### src/rtl/cache_pkg.sv
// cache_pkg: shared state encoding and geometry constants for the
// single-line cache controller and its field selector.
package cache_pkg;
    localparam int MEM_AW     = 6;
    localparam int LINE_BYTES = 3;
    localparam int LINE_W     = 8 * LINE_BYTES;
    localparam int FIELD_W    = 3;
    localparam int OFF_W      = 5;
    localparam logic [OFF_W-1:0] MAX_OFF = 5'd21;

    typedef enum logic [1:0] {IDLE, FILL, RESP} state_e;
endpackage

### src/rtl/cache_field_sel.sv
// cache_field_sel: extracts the FIELD_W-bit field starting at bit off_i of a cache line.
module cache_field_sel
    import cache_pkg::*;
(
    input  logic [LINE_W-1:0]  line_i,
    input  logic [OFF_W-1:0]   off_i,
    output logic [FIELD_W-1:0] field_o
);
    assign field_o = FIELD_W'(line_i >> off_i);
endmodule

### src/rtl/cache_line_ctrl.sv
// cache_line_ctrl: one 24-bit cache line in front of a 64x8 memory read port.
// Define CACHE_LINE_STATS_EN to get saturating hit/miss counters.
module cache_line_ctrl
    import cache_pkg::*;
(
    input  logic                clk,
    input  logic                rst,
    input  logic                req_valid,
    output logic                req_ready,
    input  logic [MEM_AW-1:0]   req_base,
    input  logic [OFF_W-1:0]    req_off,
    input  logic                flush,
    output logic                rsp_valid,
    output logic [FIELD_W-1:0]  rsp_data,
    output logic                rsp_err,
    output logic                mem_rd,
    output logic [MEM_AW-1:0]   mem_adr,
    input  logic [7:0]          mem_data,
    output logic [7:0]          hit_cnt,
    output logic [7:0]          miss_cnt
);
    state_e              state_q, state_d;
    logic [1:0]          cnt_q;
    logic [MEM_AW-1:0]   base_q, tag_q;
    logic [OFF_W-1:0]    off_q;
    logic                err_q, valid_q, pend_q, rsp_err_q;
    logic [FIELD_W-1:0]  rsp_data_q, field;
    logic [LINE_W-1:0]   line_q, line_d;
    logic                accept, bad_off, hit;

    assign accept  = req_valid && state_q == IDLE;
    assign bad_off = req_off > MAX_OFF;
    // a flush on the accepting edge wins, so the request sees an empty line
    assign hit     = valid_q && !flush && tag_q == req_base;

    cache_field_sel u_sel (.line_i(line_q), .off_i(off_q), .field_o(field));

    always_ff @(posedge clk) begin
        if (rst) state_q <= IDLE;
        else     state_q <= state_d;
    end

    always_comb begin
        state_d = state_q == IDLE ? (accept ? ((bad_off || hit) ? RESP : FILL) : IDLE)
                : state_q == FILL ? (cnt_q == 2'd3 ? RESP : FILL)
                : IDLE;
    end

    always_comb begin
        req_ready = state_q == IDLE;
        rsp_valid = state_q == RESP;
        mem_rd    = state_q == FILL && cnt_q != 2'd3;
        mem_adr   = mem_rd ? base_q + {4'd0, cnt_q} : '0;
        rsp_err   = rsp_valid ? err_q : rsp_err_q;
        rsp_data  = rsp_valid ? (err_q ? '0 : field) : rsp_data_q;
    end

    // read data lags its strobe by one cycle, so fill counts 1..3 capture bytes 0..2
    always_comb begin
        line_d = line_q;
        if (state_q == FILL && cnt_q != 2'd0)
            line_d = cnt_q == 2'd1 ? {line_q[23:8], mem_data}
                   : cnt_q == 2'd2 ? {line_q[23:16], mem_data, line_q[7:0]}
                   : {mem_data, line_q[15:0]};
    end

    always_ff @(posedge clk) begin
        if (rst) begin
            cnt_q      <= '0;
            base_q     <= '0;
            off_q      <= '0;
            err_q      <= 1'b0;
            tag_q      <= '0;
            valid_q    <= 1'b0;
            pend_q     <= 1'b0;
            line_q     <= '0;
            rsp_data_q <= '0;
            rsp_err_q  <= 1'b0;
        end else begin
            cnt_q      <= state_q == FILL ? cnt_q + 2'd1 : 2'd0;
            line_q     <= line_d;
            rsp_data_q <= rsp_data;
            rsp_err_q  <= rsp_err;
            pend_q     <= state_q == FILL ? (pend_q || flush) : 1'b0;
            if (accept) begin
                base_q <= req_base;
                off_q  <= req_off;
                err_q  <= bad_off;
            end
            if (state_q == FILL && cnt_q == 2'd3) begin
                tag_q   <= base_q;
                valid_q <= 1'b1;
            end else if ((state_q == IDLE && flush) || (state_q == RESP && (pend_q || flush))) begin
                valid_q <= 1'b0;
            end
        end
    end

`ifdef CACHE_LINE_STATS_EN
    logic [7:0] hit_q, miss_q;

    always_ff @(posedge clk) begin
        if (rst) begin
            hit_q  <= '0;
            miss_q <= '0;
        end else if (accept && !bad_off) begin
            if (hit && hit_q != 8'hff)   hit_q  <= hit_q + 8'd1;
            if (!hit && miss_q != 8'hff) miss_q <= miss_q + 8'd1;
        end
    end

    assign hit_cnt  = hit_q;
    assign miss_cnt = miss_q;
`else
    assign hit_cnt  = '0;
    assign miss_cnt = '0;
`endif
endmodule

### config.mk
export PLATFORM = sky130hd
export DESIGN_NAME = cache_line_ctrl
export DESIGN_NICKNAME = d
export VERILOG_FILES = /design/src/rtl/cache_pkg.sv /design/src/rtl/cache_field_sel.sv /design/src/rtl/cache_line_ctrl.sv
export SDC_FILE = /design/constraint.sdc
export NUM_CORES = 1
export LEC_CHECK = 0
export CAP_MARGIN = 20
export CORE_ASPECT_RATIO = 1.25
export CORE_MARGIN = 4
export CORE_UTILIZATION = 30
export CTS_CLUSTER_SIZE = 40
export DETAILED_ROUTE_END_ITERATION = 10
export DONT_BUFFER_PORTS = 1
export PLACE_DENSITY = 0.48
export RECOVER_POWER = 50
export SLEW_MARGIN = 25
export SYNTH_ARGS = -nofsm -noshare
export SYNTH_HDL_FRONTEND = slang
export SYNTH_SLANG_ARGS = --single-unit
### constraint.sdc
create_clock -name clk -period 1.9 [get_ports clk]
set_clock_uncertainty 0.05 [all_clocks]
set_input_delay 0.19 -clock clk [delete_from_list [all_inputs] [get_ports clk]]
set_output_delay 0.19 -clock clk [all_outputs]
set_load 0.01 [all_outputs]
# Word level (Yosys, flattened, before mapping)
# Index checks and enable logic that the tools add are counted.
# word_totals
regBits	52
word_cells	58
# classes
bitwise	3
mux	12
addsub	2
eq_ne	7
n_lt_le_gt_ge	1
n_reduce_logical	19
shifts	1
# ops
operator	n
>> shifter 24 x 5 -> 3 bit	1
two-way mux 2 bit	5
logical AND 1 bit	8
two-way mux 8 bit	1
adder 6 x 2 -> 6 bit	1
equality test 2 bit, second input constant	3
equality test 6 bit	1
two-way mux 3 bit	2
two-way mux 6 bit	1
AND reduction 3 bit	2
greater-than comparator 5 bit, second input constant	1
equality test 2 x 1 -> 1 bit, second input constant	2
nonzero test 2 bit	2
logical OR 1 bit	3
two-way mux 1 bit	3
inverter 1 bit	3
adder 2 x 1 -> 2 bit, second input constant	1
zero test 2 bit	1
inequality test 2 bit, second input constant	1
AND reduction 2 bit	1
OR reduction 2 bit	1
zero test 1 bit	1

# Longest topological paths before layout
# depth
depth_word	7
ltp_mapped	7
ltp_nobuf	6

# Modules after synthesis
# A second synthesis with hierarchy kept.
# unflattened
cells_unflattened	320
area_unflattened_um2	2885.3
# modules_own_cells
mod	cells_per_inst	instances	area_each_um2	seq_area_each_um2
cache_line_ctrl	269	1	2296.0	1041.0
cache_field_sel	51	1	589.3	0.0

# Least setup slack after synthesis
# Ideal clock, no wire load.
# synth_path
path_kind	register to output
startpoint	register off_q[0]
endpoint	output port rsp_data[1]
stages_incl_launch_ff	6
arrival_time_ps	1536
setup_slack_ps	124
n_path_buf	1
path_cell_list	dfxtp_1 buf_6 mux4_1 mux2_2 o211ai_2 nand2_1
# synth_via
elab_chain_cells	3
# synth_rtl
item	line_no	text
from (decl)	cache_line_ctrl.sv:25	logic [OFF_W-1:0] off_q;
from (signal assigned)	cache_line_ctrl.sv:87	off_q <= req_off;
>> shifter 24 x 5 -> 3 bit	cache_field_sel.sv:9	assign field_o = FIELD_W'(line_i >> off_i);
two-way mux 3 bit (2 in a row)	cache_line_ctrl.sv:55	rsp_data = rsp_valid ? (err_q ? '0 : field) : rsp_data_q;
to (decl)	cache_line_ctrl.sv:14	output logic [FIELD_W-1:0] rsp_data,
# No other way between the ends.

# Worst setup path in the final report
# layout_path
startpoint	register off_q[0]
endpoint	output port rsp_data[0]
# The elaborated chain is that of the path after synthesis.

==> impl_metrics.csv <==
group,metric,value,unit
run_status,status,"complete, but fails checks",
run_status,violations,"setup timing",
final_layout,design_area,3590,um^2
sta,rsz0062_at_grt,"yes",
flow_run,drv_cap,0,
yosys,async_flop_share,0,
clock_tree,h-tree-depth,2,
die,io_pins,52,
sta,hold_viol,0,
clock_tree,clock-sinks,52,
power_and_ir_drop,leakage,0.00139,uW
yosys,synthCells,322,
die,core,9270,um^2
detailed_routing,wirelength,7190,um
yosys,netlist_area,2890,um^2
die,rows,39,
yosys,ys_ff_latch,52,
die,die_x,95.9,um
detailed_routing,ant_nets,0,
place,post-dp-hpwl,5200,um
detailed_routing,dr.first_iter.drc_count,115,
final_layout,antenna_cells,0,
clock_tree,cts_root_buffer,"clkbuf_16",
global_routing,grt.total_usage,0.136,
power_and_ir_drop,vdd_drop_max,0.338,mV
setup_path,cp_data_required_time,1.66,ns
final_layout,num-nets-final,387,
detailed_routing,vias_per_cell,4.68,
sta,period_minus_slack,2.13,ns
final_layout,instances_no_fill,481,
place,globalplace.congestion,0.793,
setup_path,endpoint_kind,"output port",
final_layout,area_delta_synth_final,24.1,%
min_path,holdCritPathClass,"in -> reg",
setup_path,crit_arrival,1.89,ns
power_and_ir_drop,total_power,2350,uW
yosys,ys_seq_area_frac,0.360,
setup_path,path_max_fanout,5,
yosys,synth_warnings,0,
clock_tree,clockBufferDepth,2,
place,portBuffers,0,
global_routing,antenna_found_initial,0,
detailed_routing,num_vias,2252,
sta,setup_violations,3,
sta,fin_ws,-0.226,ns
yosys,avgSynthCellArea,8.99,um^2
sta,maxSlewHeadroom,0.655,
sta,worst_pin_slew,0.516,ns
yosys,yosysUniqueCellTypes,45,
final_layout,final_common_cell,"nand2_1",
die,die-area,11300,um^2
clock_tree,cts_buffers,5,
final_layout,layout_common_cells,"62 x nand2_1, 48 x dfxtp_1, 33 x a21oi_1, 28 x mux2i_1, 21 x buf_4",
sta,final_max_slew_viol_count,0,
global_routing,grt_pass1_wl,12000,um
clock_tree,cts_tree,"yes",
clock_tree,clk_pin_slew_worst_paths,0.07,ns
setup_path,path_class,"reg -> out",
place,detailedPlace.worstSlack,-0.00655,ns
global_routing,grt_start_max_net_pins,53,
place,dp_cells,446,
final_layout,postLayoutCoreUtil,0.387,
place,dpl-instance-area,3090,um^2
die,start_util,0.312,
power_and_ir_drop,cellPowerDensity,655,nW/um^2
final_layout,drive_gt1_frac,0.204,
clock_tree,clk_latency,0.29,ns
detailed_routing,drc,0,
yosys,synth_ff_type,"dfxtp_1",
global_routing,grt_pass1_vias,2284,
sta,fmax,0.470,GHz
detailed_routing,firstDrtPassIters,4,
global_routing,grt.overflow.total,0,
detailed_routing,routedWlPerCell,14.9,um
sta,timing.final.crit_share,1.12,
die,die_h,118,um
setup_path,startpoint_type,"flop",
yosys,synth_edf_count,0,
[power by group]
| group | switching (uW) | total (uW) | internal (uW) |
|---|---|---|---|
| clock network | 416 | 908 | 492 |
| logic | 162 | 306 | 144 |
| registers | 27.9 | 1140 | 1110 |
[per-layer routing]
metal | share of wire | track usage | vias up
li1 | - | - | 1137
met1 | 0.44 | 0.172 | 1067
met2 | 0.50 | 0.229 | 37
met3 | 0.034 | 0.0288 | 11
met4 | 0.021 | 0.0374 | 0
met5 | 0 | 0 | -
[critical path: stages, from the launching register on]
cell and delay (ns):
dfxtp_4 0.38, buf_12 0.12, mux4_2 0.50, mux2_4 0.28, nand2_2 0.08, nand4_4 0.09, buf_6 0.15
[cell usage after synthesis (3+ instances only)]
| master | instances | area [um^2] |
|---|---|---|
| dfxtp_1 | 52 | 1040 |
| nor2_1 | 22 | 82.6 |
| nand3_1 | 4 | 20.0 |
| xor2_1 | 5 | 43.8 |
| xnor2_1 | 5 | 43.8 |
| mux4_2 | 6 | 135 |
| nand2_1 | 64 | 240 |
| and2_1 | 4 | 25.0 |
| clkbuf_1 | 14 | 52.6 |
| nand2b_1 | 3 | 18.8 |
| inv_1 | 4 | 15.0 |
| mux4_1 | 5 | 131 |
| nor2b_1 | 6 | 37.5 |
| ha_1 | 6 | 75.1 |
| nor3_1 | 4 | 20.0 |
| mux2i_1 | 28 | 280 |
| mux2_2 | 5 | 56.3 |
| buf_4 | 17 | 128 |
| a21oi_1 | 35 | 175 |
| buf_2 | 5 | 25.0 |
[per-stage QoR]
step	hold slack (ns)	setup TNS, ns
2_1_floorplan	0.276	0
3_3_place_gp	0.213	0
3_5_place_dp	0.214	-0.00655
4_1_cts	0.000324	-0.724
5_1_grt	0.0163	-1.46
6_report	0.000835	-0.640
[area by class of cell]
class / count / area, um^2
Fill cell: 981 / 5680
Multi-Input combinational cell: 244 / 1760
Sequential cell: 52 / 1050
Timing Repair Buffer: 50 / 469
Tap cell: 123 / 154
Clock buffer: 6 / 129
Clock inverter: 2 / 16.3
Inverter: 4 / 15.0
[cells by family (layout without fill, tap and decap cells)]
kind of cell,count (synthesis),count (layout),synth area share
AOI/OAI and AO/OA,47,47,0.0925
xor gates and xnor gates,10,10,0.0303
adders and majority gates,7,7,0.0329
buffers and inverters,41,62,0.0800
DFF,52,52,0.360
muxes,45,45,0.214
other,1,16,0.00130
and+or+nand+nor,119,119,0.190
[sequential cells by signal (all words and copies together) (netlist names)]
signal / flops
base_q: 6
rsp_err_q: 1
pend_q: 1
tag_q: 6
err_q: 1
cnt_q: 2
line_q: 24
valid_q: 1
rsp_data_q: 3
off_q: 5
state_q: 2
[path summary, 6_finish.rpt]
check / from / endpoint / slack (ns) / cells after the start
worst min-delay path: req_off[1] / off_q[1]$_SDFFE_PP0N_ / 0.0008 / 2
worst max-delay path: off_q[0]$_SDFFE_PP0N_ / rsp_data[0] / -0.23 / 6
worst max register to register: off_q[0]$_SDFFE_PP0N_ / rsp_data_q[0]$_SDFF_PP0_ / 0.03 / 7
worst min register to register: line_q[23]$_SDFFE_PP0P_ / line_q[23]$_SDFFE_PP0P_ / 0.43 / 2
[timing repair]
item | in CTS | in global routing
resized for setup | 23 | 13
hold endpoints to repair | 52 | 0
pin swaps | 4 | 11
hold buffers | 18 | 0
gates cloned | 1 | 0
endpoints found under the setup margin | 8 | 4
setup buffers | 1 | 7
Note: power is estimated with default switching activity, not from simulation.
